`config.mk`:
```
export PLATFORM = sky130hd
export DESIGN_NAME = shift_add_multiplier
export DESIGN_NICKNAME = d
export VERILOG_FILES = /design/src/rtl/mult_pkg.sv /design/src/rtl/abs_sign.sv /design/src/rtl/shift_add_multiplier.sv
export SDC_FILE = /design/constraint.sdc
export NUM_CORES = 1
export LEC_CHECK = 0
export CAP_MARGIN = 5
export CELL_PAD_IN_SITES_DETAIL_PLACEMENT = 0
export CELL_PAD_IN_SITES_GLOBAL_PLACEMENT = 1
export CORE_MARGIN = 5
export CORE_UTILIZATION = 25
export DETAILED_ROUTE_END_ITERATION = 10
export PLACE_DENSITY_LB_ADDON = 0.1
export SLEW_MARGIN = 20
export SYNTH_ARGS = -nofsm -noshare
export SYNTH_HDL_FRONTEND = slang
export SYNTH_SLANG_ARGS = --single-unit
```
`constraint.sdc`:
```
create_clock -name clk -period 8.1 [get_ports clk]
set_input_delay 1.62 -clock clk [delete_from_list [all_inputs] [get_ports clk]]
set_output_delay 1.62 -clock clk [all_outputs]
set_load 0.05 [all_outputs]
```
`src/rtl/mult_pkg.sv`:
```
// Shared types and default widths for the shift-add multiplier.
// Latency: n/a (package only).
// Backpressure: n/a (package only).
package mult_pkg;

  // Default widths, shared with the divider instantiation site
  localparam int DEF_A_WIDTH = 32;  // multiplicand / quotient width
  localparam int DEF_B_WIDTH = 16;  // multiplier / divisor width
  localparam int DEF_C_WIDTH = 16;  // addend / remainder width

  typedef enum logic [1:0] {
    IDLE,
    RUN,
    FIX
  } mult_state_t;

endpackage

```
`src/rtl/abs_sign.sv`:
```
// Splits a two's complement value into unsigned magnitude and sign bit.
// Latency: combinational, zero cycles.
// Backpressure: none; pure function of the input.
module abs_sign #(
  parameter int W = 16
) (
  input  logic [W-1:0] value,
  output logic [W-1:0] magnitude,
  output logic         sign
);

  // The most negative value maps to 2^(W-1), which still fits W unsigned bits
  always_comb begin
    sign      = value[W-1];
    magnitude = sign ? (~value + 1'b1) : value;
  end

endmodule

```
`src/rtl/shift_add_multiplier.sv`:
```
// Signed multiply-accumulate: product = multiplicand * multiplier + addend, one multiplier bit per clock.
// Latency: B_WIDTH+2 cycles from accepted start to done; throughput one result per B_WIDTH+2 cycles.
// Backpressure: start is accepted only in IDLE; start while busy is dropped, not queued.
module shift_add_multiplier
  import mult_pkg::*;
#(
  parameter int A_WIDTH = DEF_A_WIDTH,
  parameter int B_WIDTH = DEF_B_WIDTH,
  parameter int C_WIDTH = DEF_C_WIDTH
) (
  input  logic                       clk,
  input  logic                       rst_n,
  input  logic                       start,
  input  logic [A_WIDTH-1:0]         multiplicand,
  input  logic [B_WIDTH-1:0]         multiplier,
  input  logic [C_WIDTH-1:0]         addend,
  output logic                       busy,
  output logic                       done,
  output logic [A_WIDTH+B_WIDTH-1:0] product
);

  localparam int P_WIDTH = A_WIDTH + B_WIDTH;
  localparam int CNT_W   = $clog2(B_WIDTH + 1);
  localparam logic [CNT_W-1:0] LAST_BIT = CNT_W'(B_WIDTH - 1);

  mult_state_t        state;
  mult_state_t        state_nxt;

  logic [A_WIDTH-1:0] a_mag;
  logic               a_sign;
  logic [B_WIDTH-1:0] b_mag;
  logic               b_sign;

  logic [A_WIDTH-1:0] mcand_mag;
  logic [B_WIDTH-1:0] mplier_mag;
  logic               neg;
  logic [P_WIDTH-1:0] addend_ext;
  logic [P_WIDTH-1:0] acc;
  logic [CNT_W-1:0]   count;

  abs_sign #(.W(A_WIDTH)) u_abs_a (
    .value     (multiplicand),
    .magnitude (a_mag),
    .sign      (a_sign)
  );

  abs_sign #(.W(B_WIDTH)) u_abs_b (
    .value     (multiplier),
    .magnitude (b_mag),
    .sign      (b_sign)
  );

  // Busy covers RUN and FIX; it drops in the done cycle because state is back in IDLE
  assign busy = (state != IDLE);

  // State register; reset aborts any operation in flight
  always_ff @(posedge clk or negedge rst_n) begin
    if (!rst_n) state <= IDLE;
    else        state <= state_nxt;
  end

  // Next state: fixed B_WIDTH iterations in RUN, no early exit on zero operands
  always_comb begin
    state_nxt = state;
    case (state)
      IDLE:    if (start) state_nxt = RUN;
      RUN:     if (count == LAST_BIT) state_nxt = FIX;
      FIX:     state_nxt = IDLE;
      default: state_nxt = IDLE;
    endcase
  end

  // Datapath: capture operands on accept, shift-add in RUN, apply sign and addend in FIX
  always_ff @(posedge clk or negedge rst_n) begin
    if (!rst_n) begin
      mcand_mag  <= '0;
      mplier_mag <= '0;
      neg        <= 1'b0;
      addend_ext <= '0;
      acc        <= '0;
      count      <= '0;
      product    <= '0;
      done       <= 1'b0;
    end else begin
      done <= 1'b0;
      case (state)
        IDLE: begin
          if (start) begin
            mcand_mag  <= a_mag;
            mplier_mag <= b_mag;
            neg        <= a_sign ^ b_sign;
            addend_ext <= {{(P_WIDTH - C_WIDTH){addend[C_WIDTH-1]}}, addend};
            acc        <= '0;
            count      <= '0;
          end
        end
        RUN: begin
          if (mplier_mag[0]) acc <= acc + (P_WIDTH'(mcand_mag) << count);
          mplier_mag <= mplier_mag >> 1;
          count      <= count + CNT_W'(1);
        end
        FIX: begin
          // Magnitude product is at most 2^(P_WIDTH-2), so negation and addend cannot overflow
          product <= (neg ? (~acc + 1'b1) : acc) + addend_ext;
          done    <= 1'b1;
        end
        default: ;
      endcase
    end
  end

endmodule

```
Word level (Yosys, flattened, before mapping)
Cells that the tools add are included.

storage, ports and cells
  flip-flop bits (word level) = 169
  logic and storage cells = 47

cells by class
  shifts and indexed selects = 1
  eq/ne operators = 6
  mux-type cells = 14
  add/sub/neg operators = 6
  bitwise gates (word level) = 4
  reductions and logical operators = 7

operators with widths
  operator                 count
  $mux W48                 3
  $add A48 B48 Y48         2
  $pmux W48 S2             1
  $add A48 B1 Y48 const B  1
  $not A48 Y48             1
  $shl A32 B5 Y48          1
  $add A32 B1 Y32 const B  1
  $mux W16                 2
  $mux W32                 1
  $not A32 Y32             1
  $pmux W16 S2             1
  $add A16 B1 Y16 const B  1
  $not A16 Y16             1
  $pmux W5 S2              1
  $ne A2 B2 Y1 const B     3
  $reduce_and A2 Y1        3
  $add A5 B1 Y5 const B    1
  $eq A5 B4 Y1 const B     1
  $mux W5                  1
  $mux W2                  2
  $pmux W2 S2              1
  $reduce_bool A2 Y1       2
  $reduce_and A3 Y1        1
  $eq A2 B1 Y1 const B     1
  4 further kinds          4

Longest topological paths before layout
Gate-level depths: netlist of run 1.

  word-level depth = 5
  mapped depth = 21

Modules after synthesis
Synthesis of run 1 repeated with hierarchy kept, for this count alone.

second synthesis, totals
  cells, all modules = 1915
  area total of the unflattened synthesis = 15401.0 um^2

modules (own cells, without submodules)
  module                sequential area each (um^2)  area each (um^2)  times used  cells each
  shift_add_multiplier  4229.1                       14243.7           1           1763
  abs_sign at u_abs_a   0.0                          784.5             1           103
  abs_sign at u_abs_b   0.0                          372.9             1           49

Least setup slack after synthesis of run 1
Ideal clock, no wire load.

  path type = flip-flop to flip-flop
  start = register count[0]
  end = register acc[46]
  library setup time = 0.134 ns
  slack = 3.079 ns
  stages on the path, launching flop included = 20
  arrival = 4.887 ns
  data required time = 7.966 ns
  clock period less this slack = 5.021 ns
  buffers on the path = 4
  cell sequence = dfrtp_1 > clkbuf_1 > buf_1 > clkbuf_1 > mux4_2 > mux2i_1 > nand2_1 > nand2_1 > o22ai_1 > ha_1 > clkbuf_1 > nand4_1 > or4_1 > or3_1 > o22ai_1 > o21ai_1 > o31a_1 > o21ai_1 > xnor2_1 > o21ai_0

between the ends
  cells in the longest elaborated chain, start to end = 4

ends and longest elaborated chain
  what                      line                         RTL
  start: declaration        shift_add_multiplier.sv:39   logic [CNT_W-1:0] count;
  start signal: assignment  shift_add_multiplier.sv:100  count <= count + CNT_W'(1);
  $shl A32 B5 Y48           shift_add_multiplier.sv:98   if (mplier_mag[0]) acc <= acc + (P_WIDTH'(mcand_mag) << count);
  $add A48 B48 Y48          shift_add_multiplier.sv:98
  $mux W48                  shift_add_multiplier.sv:98
  $pmux W48 S2              shift_add_multiplier.sv:86   case (state)
  end signal: assignment    shift_add_multiplier.sv:98
  end: declaration          shift_add_multiplier.sv:38   logic [P_WIDTH-1:0] acc;

No other way between the ends. The select of a mux whose other input is x is not followed.
A chain may end at the register's enable or synchronous reset.

Worst setup path in the final report of run 1
  start = register acc[9]
  end = register product[47]

between the ends
  cells in the longest elaborated chain, start to end = 4

ends and longest elaborated chain
  what                    line                         RTL
  $not A48 Y48            shift_add_multiplier.sv:104  product <= (neg ? (~acc + 1'b1) : acc) + addend_ext;
  $add A48 B1 Y48         shift_add_multiplier.sv:104
  $mux W48 *              shift_add_multiplier.sv:104
  $add A48 B48 Y48 *      shift_add_multiplier.sv:104
  end signal: assignment  shift_add_multiplier.sv:104
  end: declaration        shift_add_multiplier.sv:19   output logic [A_WIDTH+B_WIDTH-1:0] product

Every way passes the cells marked *; elsewhere a longest branch is shown, timed or not.

==> results of run 1 <==
-- worst max-delay path, delay by kind of cell, from the launching register on --
| kind | cells | cell delay (ns) |
|---|---|---|
| and+or+nand+nor | 6 | 2.42 |
| xor gates and xnor gates | 2 | 0.47 |
| DFF | 1 | 0.46 |
| AOI/OAI and AO/OA | 8 | 1.48 |
| adders and majority gates | 1 | 0.36 |
-- registers in the layout, indices dropped and copies added (netlist names) --
name        flops
neg             1
acc            48
count           5
done            1
mplier_mag     16
product        48
mcand_mag      32
state           2
addend_ext     16
-- placed cells by master, fill, tap and decap left out, types with 19 or more instances in the layout --
master	n
nand2_1	342
o21ai_0	225
dfrtp_1	168
ha_1	114
clkdlybuf4s50_1	114
a21oi_1	110
xnor2_1	99
nor2_1	84
xor2_1	70
a21o_1	52
o31ai_1	40
mux2i_1	40
inv_1	35
nand3_1	33
nand4_1	25
nor3_1	23
or3_1	20
nand2b_1	19
-- through the flow --
step	area [µm²]	cells	hold slack (ns)	utilization [%]	worst slack, ns
finish	17700	2730	0.477	29.4	2.74
global route	17700	2730	0.505	29.4	2.30
CTS	17700	2730	0.488	29.4	2.67
detailed placement	17100	2698	0.470	28.4	2.63
global placement	17100	2698	0.461	28.4	2.65
floorplan	15200	1876	0.452	-	3.08
-- cell families (layout without fill, tap and decap cells) --
kind of cell | after synthesis | in the layout | synth area share, %
fa+ha+maj | 116 | 116 | 9.67
xor+xnor | 169 | 169 | 9.76
mux | 76 | 76 | 6.65
compound gates | 591 | 591 | 24.0
buf+inv | 129 | 201 | 3.20
flops | 169 | 169 | 27.9
simple gates | 626 | 626 | 18.8
-- layout make-up --
class / count / area, µm²
well taps: 782 / 978
multi-input cells: 1578 / 10500
clock buffers: 20 / 457
repair buffers: 132 / 1280
clock inverters: 12 / 140
fillers: 6464 / 42600
flip-flops and latches: 169 / 4230
inverters: 37 / 139
-- routing by layer --
metal	up-vias	global-route usage [%]
met5	-	0
met4	0	3.85
met3	36	2.65
met2	174	24.3
met1	6381	20.7
li1	6951	-
-- worst max-delay path by stage --
stage	startpoint	depth (start not counted)	end	slack (ns)
2_1_floorplan	count[0]	19	acc[46]	3.08
3_3_place_gp	acc[9]	17	product[47]	2.65
3_5_place_dp	multiplicand[0]	12	mcand_mag[26]	2.63
4_1_cts	acc[9]	17	product[47]	2.67
5_1_grt	count[0]	17	acc[45]	2.30
6_report	acc[9]	17	product[47]	2.74
==> impl_metrics.tcl, run 1 <==
set metrics [dict create \
    status "complete, no violations" \
    period_share_pct 66.1 \
    cts_tree "built" \
    grt_pass1_vias 13900 \
    r2r-end "product[47]" \
    synth_seq_cells 169 \
    ys.flop_type "dfrtp_1" \
    setup_viol 0 \
    syn-instance-count 1876 \
    drive_gt1_share_pct 5.80 \
    worstPathCellList "or4_4 > or4_4 > or2_2 > nor3_1 > nand3_1 > or3_1 > o21ai_0 > xnor2_1 > ha_1 > a21o_1 > a21o_1 > a21oi_1 > o211ai_1 > a2111oi_0 > o22ai_1 > xnor2_1 > o21ai_1" \
    critPathRequiredTime_ns 8.46 \
    yosys_warnings 0 \
    clock.fmax_ghz 0.187 \
    core.rowCount 90 \
    min_to "product[39]" \
    netlist_area_mm2 0.0152 \
    cp.arrival_ns 5.71 \
    cpPeakStageDelay_ns 0.58 \
    worstMarginPinSlew_ns 1.04 \
    wire_per_inst_um 17.9 \
    die-area_mm2 0.0657 \
    track_usage_pct 15.0 \
    crit_fanout 6 \
    dpl.hpwl_um 38800 \
    synth.top_cell.area_share_pct 27.9 \
    h-tree-depth 4 \
    drc 0 \
    die_w_um 256 \
    hp-start "product[39]" \
    cts_buffers 17 \
    portBuffers 116 \
    ioPinCount 117 \
    synth_top_cell_by_area "dfrtp_1" \
    post_cts_buffers 0 \
    drv_cap 0 \
    wl_met1_um 24300 \
    async_flop_share_pct 100 \
    avgSynthCellArea_um2 8.08 \
    finalMaxSlewViolations 0 \
    period_needed_ns 5.36 \
    crit_type "flip-flop to flip-flop" \
    regToRegSetupSlack_ns 2.74 \
    dr.max_layer_used "met4" \
    finalHoldViolations 0 \
    clkSinkCount 169 \
    num_vias 13500 \
    dr.pass1.iters 5 \
    setup_tns_ns 0 \
    syn2layout_area_growth_pct 16.7 \
    hold_path_class "flip-flop to flip-flop" \
    ctsHoldBuffers 0 \
    cts.repair.resized 0 \
    synth.most_common_cell "nand2_1" \
    hold_depth 2 \
    final_nets 2118 \
    gp_congestion 0.814 \
    reg2reg_from "acc[9]" \
    synth.distinct_cells 71 \
    antenna_cells 0 \
    grt_max_degree 102 \
    synth_fp_nets 2059 \
    postRouteAntennaNets 0 \
    start_util_pct 25.2 \
    grt_setup_unrepaired "false" \
    critPathLaunchType "flip-flop" \
    synthTopCellsByCount "nand2_1, o21ai_0, dfrtp_1" \
    drtIter0Drc 633 \
    cts_buffer_depth 2 \
    ff2ff_path_depth 17 \
    routed-wl-met3_um 1260 \
    clk_latency_ns 0.49 \
    synth_area_leaders "dfrtp_1, ha_1, nand2_1" \
    endpoint_kind "flip-flop" \
    synth_edf_count 0 \
    cts_root_buf "clkbuf_16" \
    grt-ovfl-total 0 \
    antenna_found_initial 0 \
    dr_wl_met2_um 22600 \
    routed_wl_um 49000 \
    grt_pass1_wl_um 79200 \
    die_h_um 256 \
    relSlewSlack_pct 30.7 \
    coreArea_mm2 0.0602 \
    path_clk_slew_ns 0.08 \
    synth_seq_area_share_pct 27.9 \
    slowest_stage "or4_4" \
    via_per_inst 4.96 \
    clock_skew_ns 0.0144 \
]
Power of run 1 is not shown: default switching activity piles up to over one toggle a cycle in this logic, so the estimate is an artifact.
==> run 2, diff against run 1 <==
==> constraint.sdc (replaced) <==
create_clock -name clk -period 4.3 [get_ports clk]
set_input_delay 0.86 -clock clk [delete_from_list [all_inputs] [get_ports clk]]
set_output_delay 0.86 -clock clk [all_outputs]
set_load 0.05 [all_outputs]
==> run 2 against run 1 <==
  * The flow now finishes with violations (setup timing)
  * Register-to-register slack worse by 3.0 ns
  * Non-clock buffer count up 450
  * Worst setup slack worse by 3.0 ns
  * Sequential share of layout area down 5.3 points
  * Count of clock-buffer cells in the layout down 2
  * Fmax up 18%
  * Critical path depth down 3
  * Clock skew down 0.0023 ns
  * Final area up 29%
  * Critical path type unchanged
  * Highest routed layer unchanged
==> impl_metrics.tcl, run 2 (synthesis gave the netlist of run 1 again) <==
set metrics [dict create \
    grt_max_degree 102 \
    die_h_um 256 \
    violations "setup timing" \
    path_clk_slew_ns 0.08 \
    ioPinCount 117 \
    clock.fmax_ghz 0.220 \
    period_needed_ns 4.55 \
    crit_type "flip-flop to flip-flop" \
    worstMarginPinSlew_ns 1.11 \
    grt_setup_unrepaired "true" \
    finalWorstSetupSlack_ns -0.248 \
    clkSinkCount 169 \
    cts_buffer_depth 2 \
    reg_top3 "acc (48), product (48), mcand_mag (32)" \
    die-area_mm2 0.0657 \
    h-tree-depth 4 \
    final_cell_mix "buf_4, nand2_1, o21ai_0" \
    instances_no_fill 3180 \
    routed_wl_um 52900 \
    portBuffers 116 \
    drtIter0Drc 689 \
    endpoint_kind "flip-flop" \
    critPathLaunchType "flip-flop" \
    cts_buffers 17 \
    finalMaxSlewViolations 0 \
    hold_path_class "input pin to asynchronous set/reset pin" \
    cts_tree "built" \
    clk_latency_ns 0.49 \
    grt-ovfl-total 0 \
    dpl.hpwl_um 42300 \
    num_vias 15200 \
    via_per_inst 4.78 \
    final_nets 2568 \
    syn2layout_area_growth_pct 50.3 \
    finalHoldViolations 0 \
    crit_fanout 4 \
    regToRegSetupSlack_ns -0.25 \
    cts_root_buf "clkbuf_16" \
    die_w_um 256 \
    ctsHoldBuffers 0 \
    core.rowCount 90 \
    gp_congestion 0.865 \
    clock_skew_ns 0.0120 \
    wire_per_inst_um 16.6 \
    dr.pass1.iters 5 \
    grt_pass1_wl_um 85700 \
    drc 0 \
    coreArea_mm2 0.0602 \
    numPlacedInstances 3088 \
    start_util_pct 25.2 \
    cp.arrival_ns 4.98 \
    status "complete, but fails checks" \
    relSlewSlack_pct 26.0 \
    period_share_pct 106 \
    postRouteAntennaNets 0 \
    setup_viol 10 \
    antenna_cells 0 \
    grt_pass1_vias 15600 \
    drv_cap 0 \
    critPathRequiredTime_ns 4.73 \
    drive_gt1_share_pct 32.2 \
    final_common_cell "buf_4" \
    antenna_found_initial 0 \
    track_usage_pct 16.0 \
]
-- run 2: cell count changes in the layout (fill, tap and decap cells not counted), sizes merged --
cell           delta
clkinvlp          -1
inv               +3
clkbuf            -1
clkdlybuf4s50     +1
buf             +448
-- run 2: final timing paths --
check / startpoint / end / depth (start not counted)
worst min-delay path: rst_n / product[8] / 1
worst min register to register: product[23] / product[23] / 2
min in group clk: product[23] / product[23] / 2
max in group asynchronous: rst_n / product[40] / 2
worst max-delay path: acc[10] / product[46] / 14
worst max register to register: acc[10] / product[46] / 14
-- run 2: critical path, cell delays in order, from the launching register on --
cell	delay [ns]
dfrtp_1	0.38
or4_4	0.53
or4_4	0.45
or4_4	0.46
or4_4	0.47
or3_4	0.40
buf_4	0.17
o31ai_4	0.22
xnor2_1	0.09
ha_1	0.37
a21oi_2	0.10
and3_1	0.19
and3_4	0.17
or4_1	0.39
nand3_1	0.09
-- run 2: stage by stage --
step           hold WS [ns]  utilization (%)  TNS [ns]  setup slack [ns]  area (µm²)
2_1_floorplan         0.452                -    -0.564            -0.288       15300
3_3_place_gp          0.460             33.5     -8.12            -0.572       20200
3_5_place_dp          0.471             33.5     -9.06            -0.578       20200
4_1_cts               0.450             36.1     -1.49            -0.293       21800
5_1_grt               0.488             37.8     -5.12            -0.468       22800
6_report              0.432             37.8     -1.44            -0.248       22800
-- run 2: what timing repair did --
item / 4_1_cts / 5_1_grt
pin swaps: 58 / 91
gates cloned: 2 / 0
endpoints found under the setup margin: 39 / 45
resized for setup: 169 / 163
buffers inserted: 27 / 34
-- run 2: layer usage --
metal  GRT usage [%]  wire (µm)
met5               0          0
met4            4.50       1060
met3            2.43       1270
met2            27.1      25400
met1            21.4      25200
-- run 2: final cells by class --
cell class              count  area, µm²
clock buffers              18        439
clock inverters            14        161
fillers                  6158      37500
inverters                  37        139
multi-input cells        1578      12000
flip-flops and latches    169       4230
well taps                 782        978
repair buffers            582       4870
Power of run 2 is left out for the same reason.
==> run 3, diff against run 2 <==
--- a/config.mk
+++ b/config.mk
@@ -5,12 +5,14 @@
 export SDC_FILE = /design/constraint.sdc
 export NUM_CORES = 1
 export LEC_CHECK = 0
+export ABC_AREA = 0
 export CAP_MARGIN = 5
 export CELL_PAD_IN_SITES_DETAIL_PLACEMENT = 0
 export CELL_PAD_IN_SITES_GLOBAL_PLACEMENT = 1
-export CORE_MARGIN = 5
+export CORE_MARGIN = 2
 export CORE_UTILIZATION = 25
 export DETAILED_ROUTE_END_ITERATION = 10
+export GPL_TIMING_DRIVEN = 0
 export PLACE_DENSITY_LB_ADDON = 0.1
 export SLEW_MARGIN = 20
 export SYNTH_ARGS = -nofsm -noshare
==> run 3 against run 2 <==
  * The flow still finishes with violations (setup timing)
  * Worst setup slack lost 0.26 ns
  * Register-to-register slack lost 0.26 ns
  * First-iteration DRC count grew 5.2%
  * Core utilization shrank 3.2 points
  * Hold slack lost 0.19 ns
  * Die area shrank 4.6%
  * Count of clock-buffer cells in the layout is the same
  * Flip-flop and latch count is the same
  * Highest routed layer unchanged
==> impl_metrics.tcl, run 3 (synthesis gave the netlist of run 1 again) <==
set metrics [dict create \
    final_nets 2315 \
    postRouteAntennaNets 0 \
    finalMaxSlewViolations 0 \
    dpl.hpwl_um 44500 \
    period_share_pct 112 \
    grt_setup_unrepaired "true" \
    drc 0 \
    hold_path_class "input pin to asynchronous set/reset pin" \
    period_needed_ns 4.80 \
    cts_tree "built" \
    utilization_pct 34.6 \
    clock.fmax_ghz 0.208 \
    use_met3_pct 2.75 \
    grt_max_degree 74 \
    core.rowCount 90 \
    critPathTopFamily "simple AND/OR/NAND/NOR gates" \
    ioPinCount 117 \
    busiest_layer "met2" \
    setup_viol 23 \
    cts_buffer_depth 2 \
    grt-ovfl-total 0 \
    critPathRequiredTime_ns 4.65 \
    path_clk_slew_ns 0.08 \
    h-tree-depth 4 \
    finalWorstSetupSlack_ns -0.505 \
    dpl_worst_slack_ns -1.51 \
    clkSinkCount 169 \
    cp.arrival_ns 5.16 \
    clk_latency_ns 0.50 \
    clock_skew_ns 0.0132 \
    grtUsageMet1_pct 23.5 \
    reg_top3 "acc (48), product (48), mcand_mag (32)" \
    gp_congestion 0.882 \
    setup_tns_ns -5.50 \
    die_w_um 250 \
    critPathBufInv 1 \
    met2_usage_pct 31.1 \
    endpoint_kind "flip-flop" \
    antenna_cells 0 \
    routed_wl_um 56400 \
    coreArea_mm2 0.0601 \
    finalHoldViolations 0 \
    track_usage_pct 18.1 \
    wire_per_inst_um 19.3 \
    via_per_inst 4.99 \
    drv_cap 0 \
    cts_buffers 17 \
    portBuffers 116 \
    status "complete, but fails checks" \
    crit_fanout 4 \
    start_util_pct 25.2 \
    dr.pass1.iters 4 \
    num_vias 14600 \
    antenna_found_initial 0 \
    die-area_mm2 0.0626 \
    drive_gt1_share_pct 23.2 \
    cpPeakStageDelay_ns 0.52 \
    grt_pass1_wl_um 87700 \
    relSlewSlack_pct 36.2 \
    holdWs_ns 0.240 \
    crit_type "flip-flop to flip-flop" \
    final_cell_mix "nand2_1, o21ai_0, dfrtp_1" \
    drtIter0Drc 725 \
    cp_common_cell "or4_4" \
    die_h_um 250 \
    grt_pass1_vias 14700 \
    slowest_stage "or4_4" \
    critPathLaunchType "flip-flop" \
    syn2layout_area_growth_pct 37.3 \
    worstMarginPinSlew_ns 0.956 \
    cts_root_buf "clkbuf_16" \
    final_common_cell "nand2_1" \
    worstPathCellList "or4_4 > or4_4 > or4_4 > or4_4 > or3_4 > o31ai_4 > xnor2_1 > ha_1 > clkbuf_8 > a21o_1 > a21oi_2 > o211ai_1 > a2111oi_2 > o22ai_1 > xnor2_1 > o21ai_1" \
    violations "setup timing" \
]
run 3: metrics by stage:
stage,std cells,cell area [µm²]
floorplan,1876,15300
global placement,2774,17400
detailed placement,2777,17500
CTS,2902,20100
global route,2927,20800
finish,2927,20800
run 3: area by class of cell:
type	instances	area (µm²)
Fill cell	6349	39300
Clock buffer	18	429
Sequential cell	169	4240
Timing Repair Buffer	249	2330
Multi-Input combinational cell	1578	12100
Tap cell	782	978
Clock inverter	14	156
Buffer	80	433
Inverter	37	139
run 3: worst register-to-register path, stage by stage (launching register included):
cell and delay (ns):
dfrtp_2 0.43, or4_4 0.52, or4_4 0.45, or4_4 0.46, or4_4 0.45, or3_4 0.43, o31ai_4 0.19, xnor2_1 0.16
ha_1 0.27, clkbuf_8 0.15, a21o_1 0.16, a21oi_2 0.13, o211ai_1 0.12, a2111oi_2 0.31, o22ai_1 0.14, xnor2_1 0.21
o21ai_1 0.09
run 3: final timing paths:
path	start	end	slack [ns]	cells after the start
setup / recovery	acc[9]	product[47]	-0.50	16
hold / removal	rst_n	product[10]	0.24	1
setup reg to reg	acc[9]	product[47]	-0.50	16
hold reg to reg	product[25]	product[25]	0.48	2
max in group asynchronous	rst_n	mcand_mag[16]	2.99	3
min in group clk	product[25]	product[25]	0.48	2
run 3: repair_timing:
action                     in CTS  in global routing
gates resized for setup       304                119
hold buffers                    0                  0
setup endpoints to repair      71                 48
pin swaps                      99                 72
cloned                          1                  1
buffers inserted              104                 26
run 3: per-layer routing:
metal,vias up,part of all wire (%)
li1,7326,-
met1,7019,47
met2,210,49
met3,49,2.2
met4,0,2.4
met5,-,0
Power of run 3 is left out for the same reason.
